==> src/rtl/req_capture_encoder_pkg.sv <==
// req_enc_pkg: shared constants, FSM state type and one-hot helper
package req_enc_pkg;
  localparam int N = 8;
  localparam int IDX_W = $clog2(N);
  typedef enum logic {IDLE, PRESENT} state_e;
  function automatic logic [N-1:0] onehot(input logic [IDX_W-1:0] idx);
    return {{(N-1){1'b0}}, 1'b1} << idx;
  endfunction
endpackage

==> src/rtl/req_capture_encoder_if.sv <==
// req_capture_encoder_if: request inputs and valid/ready index output bundle
// slave (DUT): in req, mask, en, out_ready, clr_ovf; out out_valid, out_idx, pending, overflow
interface req_capture_encoder_if;
  import req_enc_pkg::*;
  logic [N-1:0] req;
  logic [N-1:0] mask;
  logic en;
  logic out_ready;
  logic clr_ovf;
  logic out_valid;
  logic [IDX_W-1:0] out_idx;
  logic [N-1:0] pending;
  logic overflow;
  modport master (output req, mask, en, out_ready, clr_ovf, input out_valid, out_idx, pending, overflow);
  modport slave (input req, mask, en, out_ready, clr_ovf, output out_valid, out_idx, pending, overflow);
endinterface

==> src/rtl/req_capture_encoder_prio_enc.sv <==
// prio_enc: highest-set-bit encoder; in vec[N], out idx[IDX_W] and any (vec != 0)
module prio_enc
  import req_enc_pkg::*;
(
  input  logic [N-1:0]     vec,
  output logic [IDX_W-1:0] idx,
  output logic             any
);
  always_comb begin
    idx = '0;
    for (int i = 0; i < N; i++) idx = vec[i] ? i[IDX_W-1:0] : idx;
  end
  assign any = |vec;
endmodule

==> src/rtl/req_capture_encoder.sv <==
// req_capture_encoder: rising-edge request capture with priority-encoded valid/ready index output
// ports: clk, rst_n (async active-low), bus (req_capture_encoder_if.slave)
module req_capture_encoder
  import req_enc_pkg::*;
(
  input  logic clk,
  input  logic rst_n,
  req_capture_encoder_if.slave bus
);
  state_e state_q, state_d;
  logic [N-1:0] req_q, req_d, pending_q, pending_d, rise, clr_vec, cand;
  logic [IDX_W-1:0] idx_q, idx_d, enc_idx;
  logic ovf_q, ovf_d, hs, any;
  prio_enc u_prio (.vec(cand), .idx(enc_idx), .any(any));
  // the bit being accepted this cycle is neither re-selectable nor an overflow source
  always_comb begin
    req_d = bus.req;
    rise = bus.req & ~req_q;
    hs = (state_q == PRESENT) & bus.out_ready;
    clr_vec = hs ? onehot(idx_q) : '0;
    pending_d = (pending_q & ~clr_vec) | rise;
    cand = pending_q & ~bus.mask & ~clr_vec;
    ovf_d = |(rise & pending_q & ~clr_vec) ? 1'b1 : (bus.clr_ovf ? 1'b0 : ovf_q);
  end
  // a new index may only be loaded when nothing is presented or the current one is accepted
  always_comb begin
    state_d = state_q;
    idx_d = idx_q;
    if (state_q == IDLE || hs) begin
      state_d = (bus.en && any) ? PRESENT : IDLE;
      idx_d = (bus.en && any) ? enc_idx : idx_q;
    end
  end
  always_ff @(posedge clk or negedge rst_n)
    if (!rst_n) begin
      state_q <= IDLE;
      req_q <= '0;
      pending_q <= '0;
      idx_q <= '0;
      ovf_q <= 1'b0;
    end else begin
      state_q <= state_d;
      req_q <= req_d;
      pending_q <= pending_d;
      idx_q <= idx_d;
      ovf_q <= ovf_d;
    end
  assign bus.out_valid = (state_q == PRESENT);
  assign bus.out_idx = idx_q;
  assign bus.pending = pending_q;
  assign bus.overflow = ovf_q;
endmodule

==> src/flat_wrapper.sv <==
// flat-port wrapper written by rule: the top's interface ports become plain ports
module req_capture_encoder_flat import req_enc_pkg::*;
  (clk, rst_n, bus_req, bus_mask, bus_en, bus_out_ready, bus_clr_ovf, bus_out_valid, bus_out_idx, bus_pending, bus_overflow);
  req_capture_encoder_if bus_i ();
  input  logic clk;
  input  logic rst_n;
  input wire logic [$bits(bus_i.req)-1:0] bus_req;
  input wire logic [$bits(bus_i.mask)-1:0] bus_mask;
  input wire logic [$bits(bus_i.en)-1:0] bus_en;
  input wire logic [$bits(bus_i.out_ready)-1:0] bus_out_ready;
  input wire logic [$bits(bus_i.clr_ovf)-1:0] bus_clr_ovf;
  output wire logic [$bits(bus_i.out_valid)-1:0] bus_out_valid;
  output wire logic [$bits(bus_i.out_idx)-1:0] bus_out_idx;
  output wire logic [$bits(bus_i.pending)-1:0] bus_pending;
  output wire logic [$bits(bus_i.overflow)-1:0] bus_overflow;
  assign bus_i.req = bus_req;
  assign bus_i.mask = bus_mask;
  assign bus_i.en = bus_en;
  assign bus_i.out_ready = bus_out_ready;
  assign bus_i.clr_ovf = bus_clr_ovf;
  assign bus_out_valid = bus_i.out_valid;
  assign bus_out_idx = bus_i.out_idx;
  assign bus_pending = bus_i.pending;
  assign bus_overflow = bus_i.overflow;
  req_capture_encoder u_core (.clk(clk), .rst_n(rst_n), .bus(bus_i));
endmodule
==> config.mk <==
export PLATFORM = sky130hd
export DESIGN_NAME = req_capture_encoder_flat
export DESIGN_NICKNAME = d
export VERILOG_FILES = /design/src/rtl/req_capture_encoder_pkg.sv /design/src/rtl/req_capture_encoder_if.sv /design/src/rtl/req_capture_encoder_prio_enc.sv /design/src/rtl/req_capture_encoder.sv /design/src/flat_wrapper.sv
export SDC_FILE = /design/constraint.sdc
export NUM_CORES = 1
export LEC_CHECK = 0
export CORE_UTILIZATION = 35
export DETAILED_ROUTE_END_ITERATION = 12
export PLACE_DENSITY = 0.71
export SYNTH_ARGS = -nofsm -noshare
export SYNTH_HDL_FRONTEND = slang
export SYNTH_SLANG_ARGS = --single-unit
==> constraint.sdc <==
create_clock -name clk -period 4.55 [get_ports clk]
set_input_delay 0.91 -clock clk [delete_from_list [all_inputs] [get_ports clk]]
set_output_delay 0.91 -clock clk [all_outputs]
set_load 0.05 [all_outputs]
== Yosys cells after proc, flatten, opt, wreduce, memory -nomap -nowiden ==
Index checks and enable logic that the tools add are counted.

* Flip-flop bits (word level): 21
* Bits of input ports: 21
* Output and inout bits: 13
* Logic and storage cells: 35

* Shift operators: 1
* Multiplexer cells: 11
* Bitwise logic cells: 12
* Reduce and logical (&&, ||, !) cells: 6

{| class="wikitable"
|+ Operator list
! cell !! number
|-
| $and A8 B8 Y8 || 6
|-
| $not A8 Y8 || 3
|-
| $reduce_or A8 Y1 || 2
|-
| $mux W3 || 4
|-
| $mux W8 || 1
|-
| $or A8 B8 Y8 || 1
|-
| $shl A1 B3 Y8 const A || 1
|-
| $mux W1 || 4
|-
| $mux W2 || 2
|-
| $reduce_and A2 Y1 || 1
|-
| $reduce_bool A2 Y1 || 1
|-
| $and A1 B1 Y1 || 1
|-
| $logic_and A1 B1 Y1 || 1
|-
| $logic_or A1 B1 Y1 || 1
|-
| $not A1 Y1 || 1
|}

== Logic depth before layout (Yosys ltp) ==
* Depth in word-level cells: 11
* Depth in mapped cells: 5
* Depth with buffers taken out: 5

== By module ==
A second synthesis with hierarchy kept.

* Cells, all modules: 87
* Area, all modules: 895.9 um^2

{| class="wikitable"
|+ By module, submodules not included
! module !! times used !! cells each !! area an instance (um^2) !! sequential area each (um^2)
|-
| req_capture_encoder || 1 || 75 || 829.5 || 525.5
|-
| prio_enc || 1 || 12 || 66.3 || 0.0
|}

== Worst setup path after synthesis ==
OpenSTA, ideal clock, no wires.

* Kind: input port to flip-flop
* From: input bus_out_ready
* To: register u_core.idx_q[2], in the netlist u_core.bus.out_idx[2]
* Library setup time: 0.128 ns
* Arrival time: 2.131 ns
* Required time: 4.422 ns
* Setup slack: 2.291 ns
* Stages on the path: 5
* Path buffers: 0
* Path through: nand3_2 > o21ai_1 > nand4_2 > o311ai_4 > mux2_1

* Word-level cells in the longest chain between the ends: 8
* Elaborated cells between the ends (all ways): 12
* Those cells by class: mux (5); bitwise (3); reduce/logical (4)

{| class="wikitable"
|+ Ends and longest elaborated chain
! item !! line !! RTL
|-
| from (decl) || flat_wrapper.sv:10 || <nowiki>input wire logic [$bits(bus_i.out_ready)-1:0] bus_out_ready;</nowiki>
|-
| $and A1 B1 Y1 * || req_capture_encoder.sv:19 || <nowiki>hs = (state_q == PRESENT) & bus.out_ready;</nowiki>
|-
| $mux W8 || req_capture_encoder.sv:20 || <nowiki>clr_vec = hs ? onehot(idx_q) : '0;</nowiki>
|-
| $not A8 Y8 || req_capture_encoder.sv:22 || <nowiki>cand = pending_q & ~bus.mask & ~clr_vec;</nowiki>
|-
| $and A8 B8 Y8 || req_capture_encoder.sv:22 ||
|-
| $mux W3 (4 in a row) || req_capture_encoder_prio_enc.sv:11 || <nowiki>for (int i = 0; i < N; i++) idx = vec[i] ? i[IDX_W-1:0] : idx;</nowiki>
|-
| to (signal assigned) || req_capture_encoder.sv:45 || <nowiki>idx_q <= idx_d;</nowiki>
|-
| to (decl) || req_capture_encoder.sv:12 || <nowiki>logic [IDX_W-1:0] idx_q, idx_d, enc_idx;</nowiki>
|}

Mark *: on every way between the ends. The rest lies on a longest branch, timed or not.
A chain may end at the register's enable or synchronous reset.

== Worst setup path in the final report ==
Same ends and word-level chain as after synthesis.

==> impl_metrics.yaml <==
status:
  status: "finished clean"
worst_setup_path:
  required_ns: 4.75
  reg2reg_slack_ns: 2.49
  reg2reg_to: "u_core.bus.out_idx[2]$_DFFE_PN0P_"
  worstPathArrival_ns: 2.91
  crit_path_max_incr_delay_ns: 0.55
  start_kind: "input pin"
  cp_cell_sequence: "clkdlybuf4s50_1 > nand3b_4 > o31ai_1 > o22ai_1 > o311ai_4 > mux2_1"
  ff2ff_path_depth: 5
  crit_end: "u_core.bus.out_idx[2]$_DFFE_PN0P_"
  cp_max_fo: 7
  r2r-start: "u_core.bus.out_idx[0]$_DFFE_PN0P_"
  cp_slowest_cell: "clkdlybuf4s50_1"
  startpoint: "bus_out_ready"
  cp-end-kind: "flop"
  setup.worst_path.class: "input pin to flop"
placement:
  pre_cts_slack_ns: 1.53
  place_hpwl_um: 1750
  port_buffers: 33
  gp_congestion: 0.889
global_route:
  antenna_found_initial: 0
  grt_util_met3_pct: 6.11
  top_usage_layer: "met2"
  grt_pass1_wl_um: 3570
  grtUsageMet2_pct: 25.8
  grt_use_met1_pct: 24.9
  grt-ovfl-total: 0
  grt_pass1_vias: 756
  grt_max_degree: 22
  track_usage_pct: 18.0
synth:
  synth_top_family_by_area: "compound AO/OA/AOI/OAI gates"
  synth.distinct_cells: 25
  synth_compound_area_share_pct: 20.7
  synth-xor-area-share_pct: 0
  synth_area_um2: 956
  yosys_warnings: 0
  syn_area_per_cell_um2: 10.9
  synth_cells: 88
  synth_area_leaders: "dfrtp_1 55%, o21ai_0 5.2%, inv_1 3.5%"
  synth_seq_cells: 21
  synthSimpleGateAreaFrac_pct: 17.4
  syn-num-nets: 109
  muxShareOfSynthArea_pct: 3.40
  ys_seq_area_share_pct: 55.0
  synth_top_area_share_pct: 55.0
  synthAdderAreaFrac_pct: 0
  yosysTopAreaCell: "dfrtp_1"
sta:
  fin_setup_tns_ns: 0
  drv_slew: 0
  slew_headroom_pct: 37.2
  finClkSkew_ns: 0.00336
  hold_violations: 0
  period_needed_ns: 2.71
  setup_ws_ns: 1.84
  setup_viol: 0
  fmax_mhz: 369
  tightestPinTransition_ns: 0.940
  period_share_pct: 59.6
  rsz0062_at_grt: "false"
pwr:
  irDropWorstVdd_mv: 0.259
  powerDensity_nw_per_um2: 505
  leakage_nw: 0.555
die:
  die_area_um2: 2940
  fp.dieH_um: 54.3
  core_area_um2: 2520
  io-pin-count: 34
  die_x_um: 54.3
  num_rows: 18
  floorplan.initialDensity_pct: 37.9
cells_and_area:
  nets: 147
  final_common_cell: "clkdlybuf4s50_1"
  final_cell_mix: "33 x clkdlybuf4s50_1, 21 x dfrtp_1, 10 x o21ai_0"
  drive_above_1_share_pct: 6.40
  synthToLayoutAreaGrowth_pct: 41.2
  antenna_cells: 0
clock_network:
  clk_pin_slew_worst_paths_ns: 0.11
  clock-sinks: 21
  cts_buffer_depth: 2
  hold_buffers: 0
  cts_max_level: 1
  cts_buffers: 3
  post_cts_buffers: 0
  clockRootBuffer: "clkbuf_4"
  cts_tree: "yes"
  insertion_delay_ns: 0.30
  post_cts_resize_count: 0
detailed_routing:
  drt_iter0_markers: 26
  via_count: 812
  routed_wl_um: 2260
  routedWlPerCell_um: 14.6
  first_pass_iters: 4
  drc: 0
  ant_nets: 0
  vias_per_cell: 5.24
worst_hold_path:
  hold_class: "flop to flop"
job:
  maxCapViolations: 0
## state kept, by name, indices dropped and copies added (netlist names)
| name | cells |
|---|---|
| u_core.bus.out_idx | 3 |
| u_core.bus.out_valid | 1 |
| u_core.req_q | 8 |
| u_core.bus.overflow | 1 |
| u_core.bus.pending | 8 |
## Yosys cell counts, drive strengths merged
master	number
dfrtp	21
o21ai	16
inv	9
nand2	6
nor3	5
nand2b	4
nor2b	4
o22ai	3
o31ai	3
mux2	2
nand3	2
nor2	2
o32a	2
a31oi	1
mux2i	1
nand3b	1
nand4	1
nor4	1
o211a	1
o221ai	1
o311ai	1
or2b	1
## worst min path at each step
stage | startpoint | endpoint | slack [ns] | cells after the start
final | u_core.req_q[7]$_DFF_PN0_ | u_core.bus.pending[7]$_DFF_PN0_ | 0.46 | 1
after global routing | u_core.req_q[0]$_DFF_PN0_ | u_core.bus.pending[0]$_DFF_PN0_ | 0.51 | 1
after CTS | u_core.req_q[7]$_DFF_PN0_ | u_core.bus.pending[7]$_DFF_PN0_ | 0.47 | 1
after detailed placement | u_core.req_q[2]$_DFF_PN0_ | u_core.bus.pending[2]$_DFF_PN0_ | 0.45 | 1
after global placement | u_core.req_q[7]$_DFF_PN0_ | u_core.bus.pending[7]$_DFF_PN0_ | 0.44 | 1
after floorplan | u_core.req_q[7]$_DFF_PN0_ | u_core.bus.pending[7]$_DFF_PN0_ | 0.44 | 1
## metal layers
layer / share of wire [%] / wire length (um)
met5: 0 / 0
met3: 6.5 / 147
met4: 0.84 / 19
met1: 47 / 1050
met2: 46 / 1040
## where the power goes
group | total (mW) | switching (mW) | internal, mW
Sequential | 0.260 | 0.0384 | 0.222
Clock | 0.0898 | 0.0556 | 0.0342
Combinational | 0.332 | 0.212 | 0.120
Total | 0.681 | 0.306 | 0.375
## stage by stage
step | instance area, um2 | utilization (%) | hold WS, ns | power [mW] | cells
floorplan | 956 | - | 0.436 | 0.473 | 88
global placement | 1320 | 52.5 | 0.439 | 0.590 | 151
detailed placement | 1320 | 52.5 | 0.449 | 0.594 | 151
CTS | 1350 | 53.5 | 0.466 | 0.687 | 155
global route | 1350 | 53.5 | 0.511 | 0.723 | 155
finish | 1350 | 53.5 | 0.464 | 0.681 | 155
## area by class of cell
type,instances,area (um2)
Tap cell,30,37.5
Timing Repair Buffer,33,330
Sequential cell,21,526
Multi-Input combinational cell,58,397
Inverter,9,33.8
Fill cell,234,1170
Clock buffer,4,26.3
## logic make-up (layout without fill, tap and decap cells)
kind of cell	after synthesis	after routing
AO/OA/AOI/OAI	28	28
buffers and inverters	9	46
flip-flops	21	21
multiplexers	3	3
AND/OR/NAND/NOR	27	27
## worst max-delay path: cells and delay by family
kind	cells	cell delay, ns
AO/OA/AOI/OAI	3	0.94
buffers and inverters	1	0.55
multiplexers	1	0.36
AND/OR/NAND/NOR	1	0.14
Power figures use the tool's default switching activity.
